<file path="src/rtl/bidir_link_ctrl.sv">
// Half-duplex single-wire transaction controller driving a bidir_pin cell:
// preamble + MSB-first command, bus turnaround, then an optional MSB-first response capture.
module bidir_link_ctrl #(
  parameter int WIDTH       = 8,
  parameter int TURN_CYCLES = 2
) (
  input  logic             clk,
  input  logic             rst_n,
  input  logic             start,
  input  logic [WIDTH-1:0] wr_data,
  input  logic             rd_en,
  output logic             busy,
  output logic             done,
  output logic [WIDTH-1:0] rd_data,
  output logic             rd_valid,
  output logic             dir,
  output logic             data_out,
  input  logic             data_in
);

  localparam int CNT_MAX = (WIDTH > TURN_CYCLES) ? WIDTH : TURN_CYCLES;
  localparam int CW      = $clog2(CNT_MAX + 1);
  localparam logic [CW-1:0] W_LAST = CW'(WIDTH - 1);
  localparam logic [CW-1:0] T_LAST = CW'(TURN_CYCLES - 1);

  typedef enum logic [2:0] {IDLE, PRE, TX, TURN, RX, DONE} state_t;

  state_t           state, state_next;
  logic [CW-1:0]    cnt, cnt_next;
  logic [WIDTH-1:0] tx_shift, rx_shift, rx_next;
  logic             rd_flag;
  logic             done_reg, done_next;
  logic             rd_valid_reg, rd_valid_next;
  logic             load, tx_step, rx_step, rd_update;

  assign done     = done_reg;
  assign rd_valid = rd_valid_reg;
  // The bit sampled on the edge that ends RX must land in rd_data on that same edge.
  assign rx_next  = (rx_shift << 1) | WIDTH'(data_in);

  always_ff @(posedge clk or negedge rst_n) begin
    if (!rst_n) begin
      state        <= IDLE;
      cnt          <= '0;
      done_reg     <= 1'b0;
      rd_valid_reg <= 1'b0;
    end else begin
      state        <= state_next;
      cnt          <= cnt_next;
      done_reg     <= done_next;
      rd_valid_reg <= rd_valid_next;
    end
  end

  always_comb begin
    state_next = state;
    cnt_next   = cnt;
    load       = 1'b0;
    tx_step    = 1'b0;
    rx_step    = 1'b0;
    dir        = 1'b0;
    data_out   = 1'b0;
    busy       = 1'b1;
    case (state)
      IDLE: begin
        busy = 1'b0;
        if (start) begin
          load       = 1'b1;
          cnt_next   = '0;
          state_next = PRE;
        end
      end
      PRE: begin
        dir        = 1'b1;
        data_out   = 1'b1;
        cnt_next   = '0;
        state_next = TX;
      end
      TX: begin
        dir      = 1'b1;
        data_out = tx_shift[WIDTH-1];
        tx_step  = 1'b1;
        if (cnt == W_LAST) begin
          cnt_next   = '0;
          state_next = TURN;
        end else begin
          cnt_next = cnt + 1'b1;
        end
      end
      TURN: begin
        if (cnt == T_LAST) begin
          cnt_next   = '0;
          state_next = rd_flag ? RX : DONE;
        end else begin
          cnt_next = cnt + 1'b1;
        end
      end
      RX: begin
        rx_step = 1'b1;
        if (cnt == W_LAST) begin
          cnt_next   = '0;
          state_next = DONE;
        end else begin
          cnt_next = cnt + 1'b1;
        end
      end
      DONE: begin
        state_next = IDLE;
      end
      default: begin
        state_next = IDLE;
      end
    endcase
    done_next     = (state_next == DONE);
    rd_valid_next = done_next && rd_flag;
    rd_update     = (state == RX) && (state_next == DONE);
  end

  always_ff @(posedge clk or negedge rst_n) begin
    if (!rst_n) begin
      tx_shift <= '0;
      rx_shift <= '0;
      rd_flag  <= 1'b0;
      rd_data  <= '0;
    end else begin
      if (load) begin
        tx_shift <= wr_data;
        rd_flag  <= rd_en;
        rx_shift <= '0;
      end else if (tx_step) begin
        tx_shift <= tx_shift << 1;
      end
      if (rx_step) begin
        rx_shift <= rx_next;
      end
      if (rd_update) begin
        rd_data <= rx_next;
      end
    end
  end

endmodule

</file>
<file path="config.mk">
export PLATFORM = sky130hd
export DESIGN_NAME = bidir_link_ctrl
export DESIGN_NICKNAME = d
export VERILOG_FILES = /design/src/rtl/bidir_link_ctrl.sv
export SDC_FILE = /design/constraint.sdc
export NUM_CORES = 1
export LEC_CHECK = 0
export ABC_CLOCK_PERIOD_IN_PS = 4470
export CAP_MARGIN = 20
export CORE_ASPECT_RATIO = 0.9
export CORE_MARGIN = 10
export CORE_UTILIZATION = 55
export DETAILED_ROUTE_END_ITERATION = 12
export GPL_ROUTABILITY_DRIVEN = 0
export MAX_ROUTING_LAYER = met4
export PLACE_DENSITY = 0.88
export SLEW_MARGIN = 20
export SYNTH_ARGS = -nofsm -noshare
export SYNTH_HDL_FRONTEND = slang
export SYNTH_SLANG_ARGS = --single-unit
</file>
<file path="constraint.sdc">
create_clock -name clk -period 4.47 [get_ports clk]
set_clock_uncertainty 0.1 [all_clocks]
set_input_delay 0.6705 -clock clk [delete_from_list [all_inputs] [get_ports clk]]
set_output_delay 0.6705 -clock clk [all_outputs]
set_load 0.02 [all_outputs]
</file>
# Word level (Yosys, flattened, before mapping)
# Cells that the tools add are included.
# word_totals
in_bits	13
wordCells	48
out_inout_bits	13
ff_bits	33
# op_classes
eq_ne	8
reduce_logical	9
mux	21
n_bitwise	1
add_sub_neg	1
# ops
op	n
$mux W8	2
$pmux W4 S4	1
$pmux W3 S5	1
$mux W7	2
$mux W3	4
$mux W4	3
$or A8 B1 Y8	1
$mux W1	7
$eq A3 B2 Y1 const B	2
$eq A3 B3 Y1 const B	2
$add A4 B1 Y4 const B	1
$eq A4 B1 Y1 const B	1
$eq A4 B3 Y1 const B	1
$reduce_bool A2 Y1	2
$reduce_bool A4 Y1	1
$reduce_or A2 Y1	2
$eq A3 B1 Y1 const B	1
$logic_not A3 Y1	1
$logic_and A1 B1 Y1	2
$ne A2 B2 Y1 const B	1
$pmux W1 S2	1
$reduce_and A2 Y1	1

# Depth between registers and ports, before layout
# Gate-level depths: netlist of the first run.
# logic_depth
word_depth	5
ltp_mapped	6
depth_no_buf	6

# Worst setup path before layout of the first run
# OpenSTA, ideal clock, no wires.
# synth_timing
path_kind	register to output
start	reg state[0]
end	out data_out
n_path_buf	2
path_slack_ns	2.540
required_ns	3.699
arrival_ns	1.159
path_stages_with_launch	5
cell_sequence	dfrtp_1 clkbuf_2 buf_2 nand3b_1 a21oi_1
# synth_via
elab_chain_cells	2
elab_cells_between_ends	3
classes_between	eq/ne: 2; mux: 1
# synth_rtl
item	line	source
from (decl)	28	state_t state, state_next;
from (signal assigned)	48	state <= state_next;
$eq A3 B2 Y1 or $eq A3 B1 Y1 (tied branches)	64	case (state)
$pmux W1 S2 (*)	64	
to (decl)	17	output logic data_out,
# Mark *: on every way between the ends. The rest lies on a longest branch, timed or not.

# Final worst setup path of the first run
# layout_timing
start	reg state[1]
end	out dir
# layout_via
elab_chain_cells	3
elab_cells_between_ends	4
classes_between	eq/ne: 2; mux: 1; reduce/logical: 1
# layout_rtl
item	line	source
$eq A3 B2 Y1 or $eq A3 B1 Y1 (tied branches)	64	
$reduce_or A2 Y1 (no source line) (*)	-	
$mux W1 (*)	64	
to (decl)	16	output logic dir,
# Marks and branches as above.

==> flow_summary.json, run 1 <==
{
  "critPathCaptureType": "output port",
  "rsz0062_at_grt": "no",
  "initial_core_util_pct": 57.2,
  "reg_top3": "rd_data: 8 flops, tx_shift: 8 flops, rx_shift: 7 flops",
  "cts_max_level": 2,
  "synth_seq_cells": 33,
  "core_mm2": 0.00273,
  "nFillCells": 221,
  "num_rows": 18,
  "clk_latency_ns": 0.32,
  "seq_area_frac_synth_pct": 53.0,
  "design_area_mm2": 0.00187,
  "area_delta_synth_final_pct": 19.7,
  "status": "finished, final reports clean",
  "hp-class": "reg2reg",
  "diodes": 0,
  "multiInputGateArea_um2": 666,
  "final_layout_size_suffix_gt1_share_pct": 12.0,
  "vdd_drop_max_uv": 363,
  "criticalPathCategory": "reg2out",
  "leakagePower_nw": 0.854,
  "vias": 1178,
  "drcViolationCount": 0,
  "drv_cap": 0,
  "yosys_warnings": 0,
  "grt_max_degree": 34,
  "grt_usage_pct": 12.1,
  "grt_pass1_vias": 1209,
  "setup_viol": 0,
  "synthArstFlopShare_pct": 100,
  "hold_viol": 0,
  "place_hpwl_um": 2270,
  "viasPerCell": 5.48,
  "tns_ns": 0,
  "ant_nets": 0,
  "die_y_um": 70.5,
  "worst_pin_slew_ns": 0.706,
  "hold_buffers": 0,
  "yosys.area.top_type": "dfrtp_1",
  "cts_tree": "done",
  "crit_path_start_kind": "flop",
  "syn_inst": 150,
  "path_max_fanout": 17,
  "drt_wl_total_um": 3070,
  "overflow": 0,
  "drt-initial-drc-count": 70,
  "cts_resized": 0,
  "cts-root-buf": "clkbuf_4",
  "synth_ff_type": "dfrtp_1",
  "synth_area_leaders": "dfrtp_1 (53%), nand2_1 (7.9%), mux2_2 (5.8%), o21ai_0 (3.9%), a22oi_1 (2.9%)",
  "fin_crit_ns": 2.68,
  "wl_per_cell_um": 14.3,
  "syn_area_mm2": 0.00156,
  "post_cts_buffers": 0,
  "final_max_slew_viol_count": 0,
  "synth_top_area_share_pct": 53.0,
  "antenna_found_initial": 0,
  "firstDrtPassIters": 4,
  "synth-edff-count": 0,
  "seq_area_um2": 826,
  "synth_common_cells": "dfrtp_1 (33), nand2_1 (33), o21ai_0 (12)",
  "max_freq_mhz": 373,
  "required_ns": 3.70,
  "crit_arrival_ns": 1.91,
  "slew_headroom_pct": 52.3,
  "yosysUniqueCellTypes": 41,
  "die_width_um": 76.1,
  "cts_max_path_buffers": 2,
  "pin_count": 26,
  "place_area_mm2": 0.00182,
  "port-buffer-count": 25,
  "cts_sinks": 33,
  "die_area_mm2": 0.00537,
  "nets": 189,
  "path_clk_slew_ns": 0.10,
  "synth.avg_cell_area_um2": 10.4,
  "powerDensity_mw_per_mm2": 571,
  "cts_buffers": 5,
  "synth_fp_nets": 165,
  "finalCritPeriodShare_pct": 60.0,
  "grt_pass1_wl_um": 5320
}
## power breakdown
group,internal [mW],total [mW],switching (mW)
Clock,0.0627,0.154,0.0918
Sequential,0.392,0.504,0.113
Combinational,0.197,0.406,0.209
Total,0.652,1.07,0.414
## placed cells by master (no fill, tap or decap), drive strengths merged, types with 3 or more instances in the layout
cell,netlist,final
inv,3,3
a21oi,4,4
nand3b,4,4
nand2,34,34
nor2,4,4
clkbuf,3,8
mux2,8,8
a22oi,6,6
dfrtp,33,33
o21ai,13,13
clkdlybuf4s50,0,25
## worst max-delay path, stage by stage (launching register included)
cell and delay [ns]:
dfrtp_1 0.57, inv_1 0.17, nand2_1 0.08, a21oi_1 0.14, clkdlybuf4s50_1 0.63
## per-stage QoR
step	power [mW]	hold slack, ns	instances	setup slack (ns)	utilization, %
2_1_floorplan	0.804	0.275	150	2.54	-
3_3_place_gp	0.891	0.360	207	2.20	66.7
3_5_place_dp	0.921	0.364	207	2.15	66.7
4_1_cts	1.07	0.394	215	1.79	68.5
5_1_grt	1.15	0.415	215	1.64	68.5
6_report	1.07	0.396	215	1.79	68.5
## cells by family (layout without fill, tap and decap cells)
| group | Yosys count | count (layout) | share of synthesized area (%) |
|---|---|---|---|
| AO/OA/AOI/OAI | 31 | 31 | 13.1 |
| XOR/XNOR | 1 | 1 | 0.562 |
| adder cells (fa/ha/maj) | 2 | 2 | 1.60 |
| buffers and inverters | 13 | 38 | 4.74 |
| flip-flops | 33 | 33 | 53.0 |
| multiplexers | 10 | 10 | 7.06 |
| AND/OR/NAND/NOR | 60 | 60 | 20.0 |
## layer usage
layer	routed length (µm)	part of all wire [%]	up-vias	GRT usage, %
met5	0	0	-	-
met3	143	4.7	4	5.24
met2	1550	50	28	20.2
met4	21	0.68	0	3.51
met1	1360	44	576	12.7
li1	-	-	570	-
## layout make-up
type                    count  share of cell area, %
flip-flops and latches     33                   44.2
multi-input cells         104                   35.7
clock buffers               8                   2.61
well taps                  40                   2.68
repair buffers             27                   14.2
inverters                   3                  0.603
## worst paths after layout
| check | startpoint | slack, ns | endpoint | cells after the start |
|---|---|---|---|---|
| min in group asynchronous | rst_n | 0.65 | rd_data[7]$_DFFE_PN0P_ | 2 |
| max in group asynchronous | rst_n | 3.32 | rd_data[0]$_DFFE_PN0P_ | 2 |
| min | tx_shift[3]$_DFFE_PN0P_ | 0.40 | tx_shift[3]$_DFFE_PN0P_ | 2 |
| max reg2reg | cnt[1]$_DFFE_PN0P_ | 2.50 | cnt[2]$_DFFE_PN0P_ | 6 |
| max | state[1]$_DFF_PN0_ | 1.79 | dir | 4 |
| min reg2reg | tx_shift[3]$_DFFE_PN0P_ | 0.40 | tx_shift[3]$_DFFE_PN0P_ | 2 |
No activity file was read; power rests on OpenSTA's default activity.
==> run 2: changes to the inputs <==
--- a/config.mk
+++ b/config.mk
@@ -5,15 +5,15 @@
 export SDC_FILE = /design/constraint.sdc
 export NUM_CORES = 1
 export LEC_CHECK = 0
-export ABC_CLOCK_PERIOD_IN_PS = 4470
+export ABC_CLOCK_PERIOD_IN_PS = 2200
 export CAP_MARGIN = 20
 export CORE_ASPECT_RATIO = 0.9
 export CORE_MARGIN = 10
-export CORE_UTILIZATION = 55
+export CORE_UTILIZATION = 47
 export DETAILED_ROUTE_END_ITERATION = 12
 export GPL_ROUTABILITY_DRIVEN = 0
 export MAX_ROUTING_LAYER = met4
-export PLACE_DENSITY = 0.88
+export PLACE_DENSITY = 0.81
 export SLEW_MARGIN = 20
 export SYNTH_ARGS = -nofsm -noshare
 export SYNTH_HDL_FRONTEND = slang
==> constraint.sdc (replaced) <==
create_clock -name clk -period 2.2 [get_ports clk]
set_clock_uncertainty 0.1 [all_clocks]
set_input_delay 0.33 -clock clk [delete_from_list [all_inputs] [get_ports clk]]
set_output_delay 0.33 -clock clk [all_outputs]
set_load 0.02 [all_outputs]
==> run 2 against run 1 <==
Against the previous run:
- via count is 1.7% lower
- sequential cell count stayed put
- wire length rose by 2.7%
- critical path type unchanged
- critical endpoint is now busy
- largest power group unchanged
- highest routed layer unchanged
==> flow_summary.json, run 2 (synthesized netlist as in run 1, its figures left out) <==
{
  "switchingPower_uw": 872,
  "area_delta_synth_final_pct": 24.5,
  "cts_max_level": 2,
  "drt_wl_total_um": 3160,
  "finalCritPeriodShare_pct": 96.7,
  "required_ns": 1.77,
  "power_frac_clock_pct": 19.0,
  "grt_pass1_wl_um": 5310,
  "combPwrFrac_pct": 38.3,
  "internal-power_mw": 1.48,
  "layout_commonest_cell": "nand2_1",
  "path_max_fanout": 17,
  "die_y_um": 74.6,
  "wl_met3_um": 180,
  "drcViolationCount": 0,
  "leakagePower_nw": 0.894,
  "nets": 192,
  "routed.top_layer": "met4",
  "pwr-share-seq_pct": 42.6,
  "die_width_um": 80.7,
  "slew_headroom_pct": 59.2,
  "r2r_cells": 5,
  "criticalPathCategory": "reg2out",
  "diodes": 0,
  "place_hpwl_um": 2360,
  "drt-initial-drc-count": 98,
  "worst_pin_slew_ns": 0.604,
  "wl_per_cell_um": 14.4,
  "setup_viol": 0,
  "vias": 1158,
  "firstDrtPassIters": 4,
  "grt_max_degree": 34,
  "vdd_drop_max_uv": 730,
  "overflow": 0,
  "final_max_slew_viol_count": 0,
  "met1_length_um": 1380,
  "status": "finished, final reports clean",
  "final_layout_size_suffix_gt1_share_pct": 14.7,
  "rsz0062_at_grt": "no",
  "grt_usage_pct": 11.6,
  "port-buffer-count": 25,
  "powerDensity_mw_per_mm2": 1210,
  "cts_max_path_buffers": 2,
  "num_rows": 19,
  "dp_cells": 212,
  "drv_cap": 0,
  "ant_nets": 0,
  "critPathCaptureType": "output port",
  "reg_top3": "rd_data: 8 flops, tx_shift: 8 flops, rx_shift: 7 flops",
  "fin_crit_ns": 2.13,
  "antenna_found_initial": 0,
  "die_area_mm2": 0.00602,
  "tns_ns": 0,
  "nFillCells": 256,
  "core_mm2": 0.00311,
  "layout.cells.most_common_list": "nand2_1 (33), dfrtp_1 (32), clkdlybuf4s50_1 (23)",
  "cts-root-buf": "clkbuf_8",
  "finalNonFillerCells": 219,
  "clk_latency_ns": 0.28,
  "final_util_pct": 62.3,
  "pin_count": 26,
  "max_freq_mhz": 470,
  "crit_arrival_ns": 1.70,
  "cts_tree": "done",
  "wl_met2_um": 1520,
  "crit_path_start_kind": "flop",
  "viasPerCell": 5.29,
  "hp-class": "in2async",
  "path_clk_slew_ns": 0.06,
  "cts_buffers": 5,
  "p_sw_share_pct": 37.1,
  "grt_pass1_vias": 1181,
  "initial_core_util_pct": 50.1,
  "cts_sinks": 33,
  "hold_viol": 0
}
## run 2: cell types whose count changed in the layout (fill, tap and decap cells not counted), sizes merged
cell,delta
clkdlybuf4s50,-2
clkbuf,-1
dlygate4sd2,+2
buf,+3
## run 2: repair_timing
item,CTS,global route
setup endpoints to repair,3,0
setup buffers,0,0
hold buffers,0,0
resized for setup,3,0
## run 2: area by class of cell
class | instances | area (µm²) | share of cell area (%)
multi-input combinational | 104 | 666 | 34.3
tap | 42 | 52.6 | 2.71
clock buffer | 7 | 86.3 | 4.45
timing repair buffer | 30 | 298 | 15.3
inverter | 3 | 11.3 | 0.580
sequential | 33 | 827 | 42.6
## run 2: per-stage QoR
stage          instance area, µm²  setup slack (ns)  power (mW)  hold slack, ns
3_5_place_dp                 1860             0.203        1.93           0.377
4_1_cts                      1940            0.0600        2.37           0.366
6_report                     1940            0.0736        2.35           0.354
5_1_grt                      1940            0.0100        2.53           0.398
2_1_floorplan                1560             0.527        1.63         -0.0656
3_3_place_gp                 1860             0.286        1.87           0.361
## run 2: path summary, 6_finish.rpt
check,start,to,slack [ns]
max,state[1]$_DFF_PN0_,busy,0.07
min,rst_n,state[2]$_DFF_PN0_,0.35
max reg2reg,state[0]$_DFF_PN0_,cnt[2]$_DFFE_PN0P_,0.27
min reg2reg,tx_shift[4]$_DFFE_PN0P_,tx_shift[4]$_DFFE_PN0P_,0.40
max in group asynchronous,rst_n,state[1]$_DFF_PN0_,1.33
min in group clk,tx_shift[4]$_DFFE_PN0P_,tx_shift[4]$_DFFE_PN0P_,0.40
## run 2: power by group through the flow
stage                     clock network (mW)  registers [mW]  logic (mW)
after floorplan                            0           0.910       0.723
after global placement                     0           0.988       0.886
after detailed placement                   0            1.01       0.927
after CTS                              0.455           0.999       0.913
after global routing                   0.478            1.04        1.01
final                                  0.447            1.00       0.900
## run 2: routing by layer
metal  GRT usage, %  up-vias
met2           18.8       28
met5              -        -
li1               -      570
met1           12.5      551
met4           6.33        0
met3           3.45        9
## run 2: worst max-delay path: stages, from the launching register on
cell,delay (ns)
dfrtp_2,0.51
or3_1,0.37
clkdlybuf4s50_1,0.54
==> run 3: changes to the inputs <==
--- a/config.mk
+++ b/config.mk
@@ -10,6 +10,7 @@
 export CORE_ASPECT_RATIO = 0.9
 export CORE_MARGIN = 10
 export CORE_UTILIZATION = 47
+export CTS_CLUSTER_SIZE = 8
 export DETAILED_ROUTE_END_ITERATION = 12
 export GPL_ROUTABILITY_DRIVEN = 0
 export MAX_ROUTING_LAYER = met4
==> results of run 3 <==
The final DEF is identical to that of run 2; final timing and power are the same.
